$ cat src/rtl/pci_target_pkg.sv
// Shared constants for the PCI memory target: FSM state encodings, bus commands
// and register-file geometry.
package pci_target_pkg;

    localparam int unsigned RF_DEPTH = 4;

    localparam logic [3:0] CMD_MEM_READ  = 4'b0110;
    localparam logic [3:0] CMD_MEM_WRITE = 4'b0111;

    typedef logic [2:0] pci_state_t;

    localparam pci_state_t S_IDLE    = 3'd0;
    localparam pci_state_t S_WR_DATA = 3'd1;
    localparam pci_state_t S_RD_TAR  = 3'd2;
    localparam pci_state_t S_RD_DATA = 3'd3;
    localparam pci_state_t S_BACKOFF = 3'd4;
    localparam pci_state_t S_IGNORE  = 3'd5;

endpackage

$ cat src/rtl/pci_target_regfile.sv
// 4x32 target register file: byte-enabled synchronous write, combinational read.
module pci_target_regfile
    import pci_target_pkg::*;
(
    input  logic        clk,
    input  logic        reset,
    input  logic        we,
    input  logic [1:0]  waddr,
    input  logic [31:0] wdata,
    input  logic [3:0]  wstrb,
    input  logic [1:0]  raddr,
    output logic [31:0] rdata
);

    logic [31:0] mem [RF_DEPTH];

    always_ff @(posedge clk or posedge reset) begin
        if (reset) begin
            mem <= '{default: '0};
        end else if (we) begin
            for (int b = 0; b < 4; b++) begin
                if (wstrb[b]) mem[waddr][8*b +: 8] <= wdata[8*b +: 8];
            end
        end
    end

    assign rdata = mem[raddr];

endmodule

$ cat src/rtl/pci_target.sv
// Minimal PCI memory target: claims a 16-byte window, fast DEVSEL_, bursts with wrap
// over a 4-entry register file.
module pci_target
    import pci_target_pkg::*;
#(
    parameter logic [31:0] BASE_ADDR = 32'h0000_1000
) (
    input  logic        clk,
    input  logic        reset,
    input  logic        FRAME_,
    input  logic        IRDY_,
    input  logic [3:0]  C_BE_,
    input  logic [31:0] AD_in,
    output logic [31:0] AD_out,
    output logic        AD_oe,
    output logic        DEVSEL_,
    output logic        TRDY_
);

    pci_state_t  state_q, state_d;
    logic [1:0]  word_ptr_q, word_ptr_d;
    logic        frame_prev_q;
    logic        devsel_q, trdy_q, oe_q;
    logic        addr_phase, claim, xfer;
    logic [31:0] rf_rdata;

    assign addr_phase = (state_q == S_IDLE) && !FRAME_ && frame_prev_q;
    assign claim      = (AD_in[31:4] == BASE_ADDR[31:4]) &&
                        ((C_BE_ == CMD_MEM_READ) || (C_BE_ == CMD_MEM_WRITE));
    assign xfer       = ((state_q == S_WR_DATA) || (state_q == S_RD_DATA)) && !IRDY_ && !trdy_q;

    always_comb begin
        state_d    = state_q;
        word_ptr_d = word_ptr_q;
        case (state_q)
            S_IDLE: begin
                if (addr_phase) begin
                    word_ptr_d = AD_in[3:2];
                    if (!claim)                       state_d = S_IGNORE;
                    else if (C_BE_ == CMD_MEM_WRITE)  state_d = S_WR_DATA;
                    else                              state_d = S_RD_TAR;
                end
            end
            S_WR_DATA, S_RD_DATA: begin
                if (xfer) begin
                    word_ptr_d = word_ptr_q + 2'd1;
                    if (FRAME_) state_d = S_BACKOFF;
                end
            end
            S_RD_TAR:  state_d = S_RD_DATA;
            S_BACKOFF: state_d = S_IDLE;
            S_IGNORE:  if (FRAME_ && IRDY_) state_d = S_IDLE;
            default:   state_d = S_IDLE;
        endcase
    end

    // frame_prev resets to 0 so a FRAME_ still low after reset is never taken as a new cycle.
    always_ff @(posedge clk or posedge reset) begin
        if (reset) begin
            state_q      <= S_IDLE;
            word_ptr_q   <= '0;
            frame_prev_q <= 1'b0;
            devsel_q     <= 1'b1;
            trdy_q       <= 1'b1;
            oe_q         <= 1'b0;
        end else begin
            state_q      <= state_d;
            word_ptr_q   <= word_ptr_d;
            frame_prev_q <= FRAME_;
            devsel_q     <= !(state_d inside {S_WR_DATA, S_RD_TAR, S_RD_DATA});
            trdy_q       <= !(state_d inside {S_WR_DATA, S_RD_DATA});
            oe_q         <= state_d inside {S_RD_TAR, S_RD_DATA};
        end
    end

    pci_target_regfile u_regfile (
        .clk   (clk),
        .reset (reset),
        .we    (xfer && (state_q == S_WR_DATA)),
        .waddr (word_ptr_q),
        .wdata (AD_in),
        .wstrb (~C_BE_),
        .raddr (word_ptr_q),
        .rdata (rf_rdata)
    );

    assign DEVSEL_ = devsel_q;
    assign TRDY_   = trdy_q;
    assign AD_oe   = oe_q;
    assign AD_out  = oe_q ? rf_rdata : 32'h0;

endmodule

$ cat config.mk
export PLATFORM = sky130hd
export DESIGN_NAME = pci_target
export DESIGN_NICKNAME = d
export VERILOG_FILES = /design/src/rtl/pci_target_pkg.sv /design/src/rtl/pci_target_regfile.sv /design/src/rtl/pci_target.sv
export SDC_FILE = /design/constraint.sdc
export NUM_CORES = 1
export LEC_CHECK = 0
export ABC_CLOCK_PERIOD_IN_PS = 4000
export BUFFER_PORTS_ARGS = -buffer_cell sky130_fd_sc_hd__clkbuf_2
export CAP_MARGIN = 20
export CORE_MARGIN = 1.5
export CORE_UTILIZATION = 35
export CTS_BUF_LIST = sky130_fd_sc_hd__clkbuf_16
export DETAILED_ROUTE_END_ITERATION = 6
export SYNTH_ARGS = -nofsm -noshare
export SYNTH_HDL_FRONTEND = slang
export SYNTH_SLANG_ARGS = --single-unit
$ cat constraint.sdc
create_clock -name clk -period 4 [get_ports clk]
set_clock_uncertainty 0.05 [all_clocks]
set_input_delay 0.2 -clock clk [delete_from_list [all_inputs] [get_ports clk]]
set_output_delay 0.2 -clock clk [all_outputs]
set_load 0.02 [all_outputs]
# Yosys cells after proc, flatten, opt, wreduce, memory -nomap -nowiden
# Cells that the tools add are included.
# Widths: inputs -> output; s select.
[word_totals]
reg_bits = 137
input_bits = 40
word_cells = 82
[classes]
add_sub_neg = 1
n_lt_le_gt_ge = 2
n_eq_ne = 12
n_mux = 33
bitwise_logic = 2
n_reduce_logical = 22
[ops]
columns = ["cell", "n"]
rows = [
  ["$mux 128", 7],
  ["$bwmux 128", 4],
  ["$demux 32 s2", 4],
  ["$mux 32", 4],
  ["$bmux 32 s2", 1],
  ["$eq 28x9->1 const B", 1],
  ["$mux 24", 1],
  ["$mux 16", 1],
  ["$mux 3", 5],
  ["$eq 3x2->1 const B", 4],
  ["$pmux 3 s4", 1],
  ["$eq 4x3->1 const B", 2],
  ["$logic_and 1x1->1", 8],
  ["$mux 8", 1],
  ["$eq 3x1->1 const B", 2],
  ["$mux 2", 3],
  ["$reduce_bool 2->1", 3],
  ["$logic_not 1->1", 5],
  ["$ne 2x2->1 const B", 2],
  ["$not 4->4", 1],
  ["$pmux 2 s2", 1],
  ["$eq 3x3->1 const B", 1],
  ["$ge 3x3->1 const B", 1],
  ["$logic_not 3->1", 1],
  ["7 further kinds", 8],
]

# Longest topological paths before layout
[logic_depth]
word_depth = 16
mapped_depth = 7
mapped_depth_nobuf = 4

# Modules after synthesis
# From an unflattened synthesis, not the netlist that was laid out.
[hier_totals]
hier_cells = 417
area_unflattened_um2 = 6495.0
[modules_own_cells]
columns = ["mod", "instances", "cells_each", "area_per_inst_um2", "seq_area_each_um2"]
rows = [
  ["pci_target_regfile", 1, 321, 5700.5, 3203.1],
  ["pci_target", 1, 96, 794.5, 227.7],
]

# Worst setup path after synthesis
# OpenSTA, ideal clock, no wires.
[synth_path]
kind = "register to register"
from = "register word_ptr_q[0]"
to = "register u_regfile.mem[100] (netlist bit)"
setup_ps = 125
arrival_time_ps = 1861
setup_slack_ps = 1964
path_stages_with_launch = 8
n_path_buf = 3
period_less_slack_ps = 2036
cell_sequence = "dfrtp_1 clkbuf_1 buf_2 inv_1 ha_1 and2_4 buf_12 mux2_4"
[synth_between]
elab_chain_cells = 16
elab_cells_between_ends = 20
[synth_lines]
columns = ["item", "line_no", "text"]
rows = [
  ["start: declaration", "pci_target.sv:21", "logic [1:0] word_ptr_q, word_ptr_d;"],
  ["start signal: assignment", "pci_target.sv:68", "word_ptr_q <= word_ptr_d;"],
  ["$not 2->3 (not written as such) *", "pci_target_regfile.sv:22", "if (wstrb[b]) mem[waddr][8*b +: 8] <= wdata[8*b +: 8];"],
  ["$ge 3x3->1 (not written as such) or $lt 3x1->1 (tied branches)", "pci_target_regfile.sv:22", ""],
  ["$logic_and 1x1->1 (not written as such)", "pci_target_regfile.sv:22", ""],
  ["$mux 8 (not written as such)", "pci_target_regfile.sv:22", ""],
  ["$demux 32 s2", "pci_target_regfile.sv:22", ""],
  ["$bwmux 128", "pci_target_regfile.sv:22", ""],
  ["$mux 128", "pci_target_regfile.sv:22", ""],
  ["$mux 128", "pci_target_regfile.sv:20", "end else if (we) begin"],
  ["$bwmux 128", "pci_target_regfile.sv:22", ""],
  ["$mux 128", "pci_target_regfile.sv:22", ""],
  ["$mux 128", "pci_target_regfile.sv:20", ""],
  ["$bwmux 128", "pci_target_regfile.sv:22", ""],
  ["$mux 128", "pci_target_regfile.sv:22", ""],
  ["$mux 128", "pci_target_regfile.sv:20", ""],
  ["$bwmux 128", "pci_target_regfile.sv:22", ""],
  ["$mux 128 *", "pci_target_regfile.sv:22", ""],
  ["end signal: indexed assignment", "pci_target_regfile.sv:22", ""],
  ["end: declaration", "pci_target_regfile.sv:15", "logic [31:0] mem [RF_DEPTH];"],
]
# Mark *: on every way between the ends. The rest lies on a longest branch, timed or not. The select of a mux whose other input is x is not followed.
# A chain may end at the register's enable or synchronous reset.

# Worst setup path after layout
[layout_path]
from = "register word_ptr_q[1]"
to = "output port AD_out[16]"
[layout_between]
elab_chain_cells = 5
[layout_lines]
columns = ["item", "line_no", "text"]
rows = [
  ["$not 2->3 (not written as such)", "pci_target_regfile.sv:27", "assign rdata = mem[raddr];"],
  ["$bmux 32 s2", "pci_target_regfile.sv:27", ""],
  ["$mux 32 (not written as such) (2 in a row)", "pci_target_regfile.sv:27", ""],
  ["$mux 32", "pci_target.sv:90", "assign AD_out = oe_q ? rf_rdata : 32'h0;"],
  ["end: declaration", "pci_target.sv:14", "output logic [31:0] AD_out,"],
]
# No other way between the ends. The select of a mux whose other input is x is not followed.

==> reports/qor_table.md <==
| Item | Value |
| --- | --- |
| Outcome | completed |
| Post-Synthesis Net Count | 473 |
| F_max | 0.360 GHz |
| Setup violators final | 0 |
| Endpoints failing hold | 0 |
| Worst skew pair latency | 0.42 ns |
| Portion of the post-synthesis area used by sequential elements | 51.0% |
| CP max FO | 20 |
| Dominant synthesized flop cell | dfrtp_1 |
| Number of nets in the layout | 544 |
| Vertical die dimension | 142 µm |
| Total grt overflow | 0 |
| Cell accounting for the most synthesized area | dfrtp_1 |
| Ant diodes | 0 |
| Synth cell count leaders | dfrtp_1 (135), mux2_2 (96), and2_1 (44) |
| Slowest cell on the critical path | dfrtp_1 |
| Maximum number of pins on one net before global-route repair | 74 |
| TNS Setup | 0 ns |
| Core area | 18800 µm² |
| Drc violations | 0 |
| Cell-by-cell trace of the critical path | buf_4, mux4_2, and2_1, clkbuf_2 |
| Via count of the first global-routing pass | 4275 |
| DRT iter0 DRCs | 163 |
| Crit path DAT | 2.53 ns |
| Cell count after placement | 713 |
| Max-capacitance violation count | 0 |
| Count of clock tree sinks | 137 |
| Wire length of the first global-routing pass | 23700 µm |
| Antenna violations before repair | 0 |
| Source of the worst register-to-register timing path | state_q[2]$_DFF_PP0_ |
| Synthesis-stage register bit count | 137 |
| Number of synthesized flops with an enable pin | 0 |
| Avg Synthesized Cell Area | 15.7 µm² |
| Most repeated cell in the gate-level netlist after synthesis | dfrtp_1 |
| Count of unique library cells instantiated by Yosys | 39 |
| Setup repair after global routing missed its margin | no |
| Instance count of the mapped netlist | 429 |
| Count of cells resized by post-cts repair | 0 |
| # port buffers | 74 |
| Register-to-register setup slack | 1.52 ns |
| Critical Path Source | word_ptr_q[1]$_DFFE_PP0P_ |
| RR Endpoint | u_regfile.mem[107]$_DFFE_PP0P_ |
| Final estimated routing congestion in global placement | 0.770 |
| Static power due to leakage | 3.61 nW |
| Full die area | 20000 µm² |
| Post-Route Hold Slack | 0.0254 ns |
| Area Overhead vs Synth | 16.4% |
| Crit path capture type | primary output |
| Final Slew Violations | 0 |
| Root cell of the clock tree | clkbuf_16 |
| Rel. slew slack | 35.8% |
| Die Width | 142 µm |
| Path class of the lowest-slack min-delay path | input pin to flip-flop |
| CTS Buf Count | 17 |
| Worst setup SP type | flip-flop |
| Number of cells on the worst reg-to-reg path | 4 |
| Share of the cycle needed by the critical path after routing | 69.4% |
| Power per standard cell area | 712 nW/µm² |
| Share of final-layout standard cells stronger than drive strength 1 | 55.6% |
| HPWL after detailed placement | 9830 µm |
| Share of flip-flops with an asynchronous set or reset after synthesis | 100% |
| Share of the synthesized area in the top cell type | 50.3% |
| Measured slew at the worst slew-check pin | 0.963 ns |
| Number of H-tree branching levels | 4 |
| Netlist area before placement | 6720 µm² |
| Largest voltage drop on the vdd net | 0.385 mV |
| Final ANT Viol Nets | 0 |
| CTS tree | done |
| Number of warning messages in the yosys log | 0 |
| Required time of the worst setup path | 3.75 ns |
| Number of top-level design ports | 75 |
| Routed via count divided by cell count | 5.23 |
| Routed Wire Length | 14500 µm |
| Via count | 3906 |
| Total Power Consumption | 5.57 mW |
| Number of standard cells in the final layout excluding fillers | 747 |
| Count of cell instances traversed by the critical path | 4 |
| Initial standard-cell utilization of the core | 35.8% |
| Family of cells with the greatest summed delay on the critical path | flip-flops |
| Clock transition at the registers of the reported paths | 0.06 ns |
| Cell types with the largest area share after synthesis | dfrtp_1 (50%), mux2_2 (16%), mux4_2 (11%), mux2_4 (7.1%), and2_1 (4.1%) |
| CTS max path bufs | 2 |
| Post-DR wirelength/cell | 19.5 µm |
| Minimum period implied by the final worst setup slack | 2.78 ns |
| Detailed-router iteration count before antenna repair | 4 |
| Type of the setup path with the least slack | flip-flop to primary output |
| Buffers inserted by post-CTS timing repair | 0 |
| Number of rows in the core area | 50 |
| Critical path's largest stage delay | 0.97 ns |
| Hold-fix buffer count after cts | 2 |
| Number of buffer and inverter stages on the critical path | 2 |
| Global router's overall resource usage | 15.6% |
| End of the critical path | AD_out[16] |
[cell families (layout without fill, tap and decap cells)]
logic type | Yosys count | in the layout | share of synthesized area [%]
flops | 137 | 137 | 51.0
simple gates | 79 | 79 | 8.15
compound gates | 16 | 16 | 1.77
mux | 160 | 160 | 34.0
buf+inv | 33 | 117 | 4.34
fa+ha+maj | 4 | 4 | 0.745
[worst min path at each step]
stage / depth (start not counted) / start / slack [ns] / endpoint
finish: 2 / AD_in[1] / 0.03 / u_regfile.mem[1]$_DFFE_PP0P_
global route: 2 / AD_in[1] / 0.01 / u_regfile.mem[33]$_DFFE_PP0P_
CTS: 2 / AD_in[0] / 0.01 / u_regfile.mem[32]$_DFFE_PP0P_
detailed placement: 2 / reset / 0.36 / u_regfile.mem[51]$_DFFE_PP0P_
global placement: 2 / reset / 0.33 / u_regfile.mem[19]$_DFFE_PP0P_
floorplan: 0 / FRAME_ / 0.18 / frame_prev_q$_DFF_PP0_
[per-stage QoR]
stage                     cell area (µm²)  util [%]  worst slack (ns)
after detailed placement             7180      38.3              1.53
after floorplan                      6720         -            0.0855
final                                7830      41.7              1.22
after CTS                            7830      41.7              1.18
after global routing                 7830      41.7              1.14
after global placement               7150      38.1              1.56
[worst register-to-register path: cells and delay by family (launching register included)]
| family | cells | cell delay, ns |
|---|---|---|
| flip-flops | 1 | 0.45 |
| multiplexers | 1 | 0.40 |
| AND/OR/NAND/NOR | 3 | 1.47 |
[power by group]
part	internal, mW	leakage [nW]	total (mW)	switching (mW)
combinational	1.03	1.51	1.55	0.528
clock	1.04	0.293	1.67	0.622
sequential	1.99	1.80	2.35	0.368
[cell type report]
cell class | instances | area, µm²
Sequential cell | 137 | 3430
Clock buffer | 17 | 425
Fill cell | 1715 | 10900
Inverter | 4 | 17.5
Tap cell | 234 | 293
Clock inverter | 15 | 199
Multi-Input combinational cell | 259 | 3000
Timing Repair Buffer | 81 | 460
[sequential cells by signal, indices dropped and copies added (netlist names)]
register       cells
TRDY_              1
DEVSEL_            1
state_q            3
AD_oe              1
u_regfile.mem    128
word_ptr_q         2
frame_prev_q       1
[layer usage]
metal | GRT usage (%) | part of all wire (%) | routed length [µm]
met1 | 20.5 | 45 | 6620
met2 | 25.3 | 49 | 7110
met3 | 4.08 | 4.7 | 684
met4 | 4.72 | 0.91 | 133
met5 | 0 | 0 | 0
[layout by cell type, fill, tap and decap left out, types with 4 or more instances in the layout]
cell,n
and2_1,44
and2_4,4
bufinv_16,4
clkbuf_16,17
clkbuf_2,74
clkinvlp_4,4
dfrtp_1,134
ha_1,4
mux2_2,96
mux2_4,32
mux4_2,32
nor2b_1,4
nor3_4,4
nor4_1,5
Note: power is estimated with default switching activity, not from simulation.
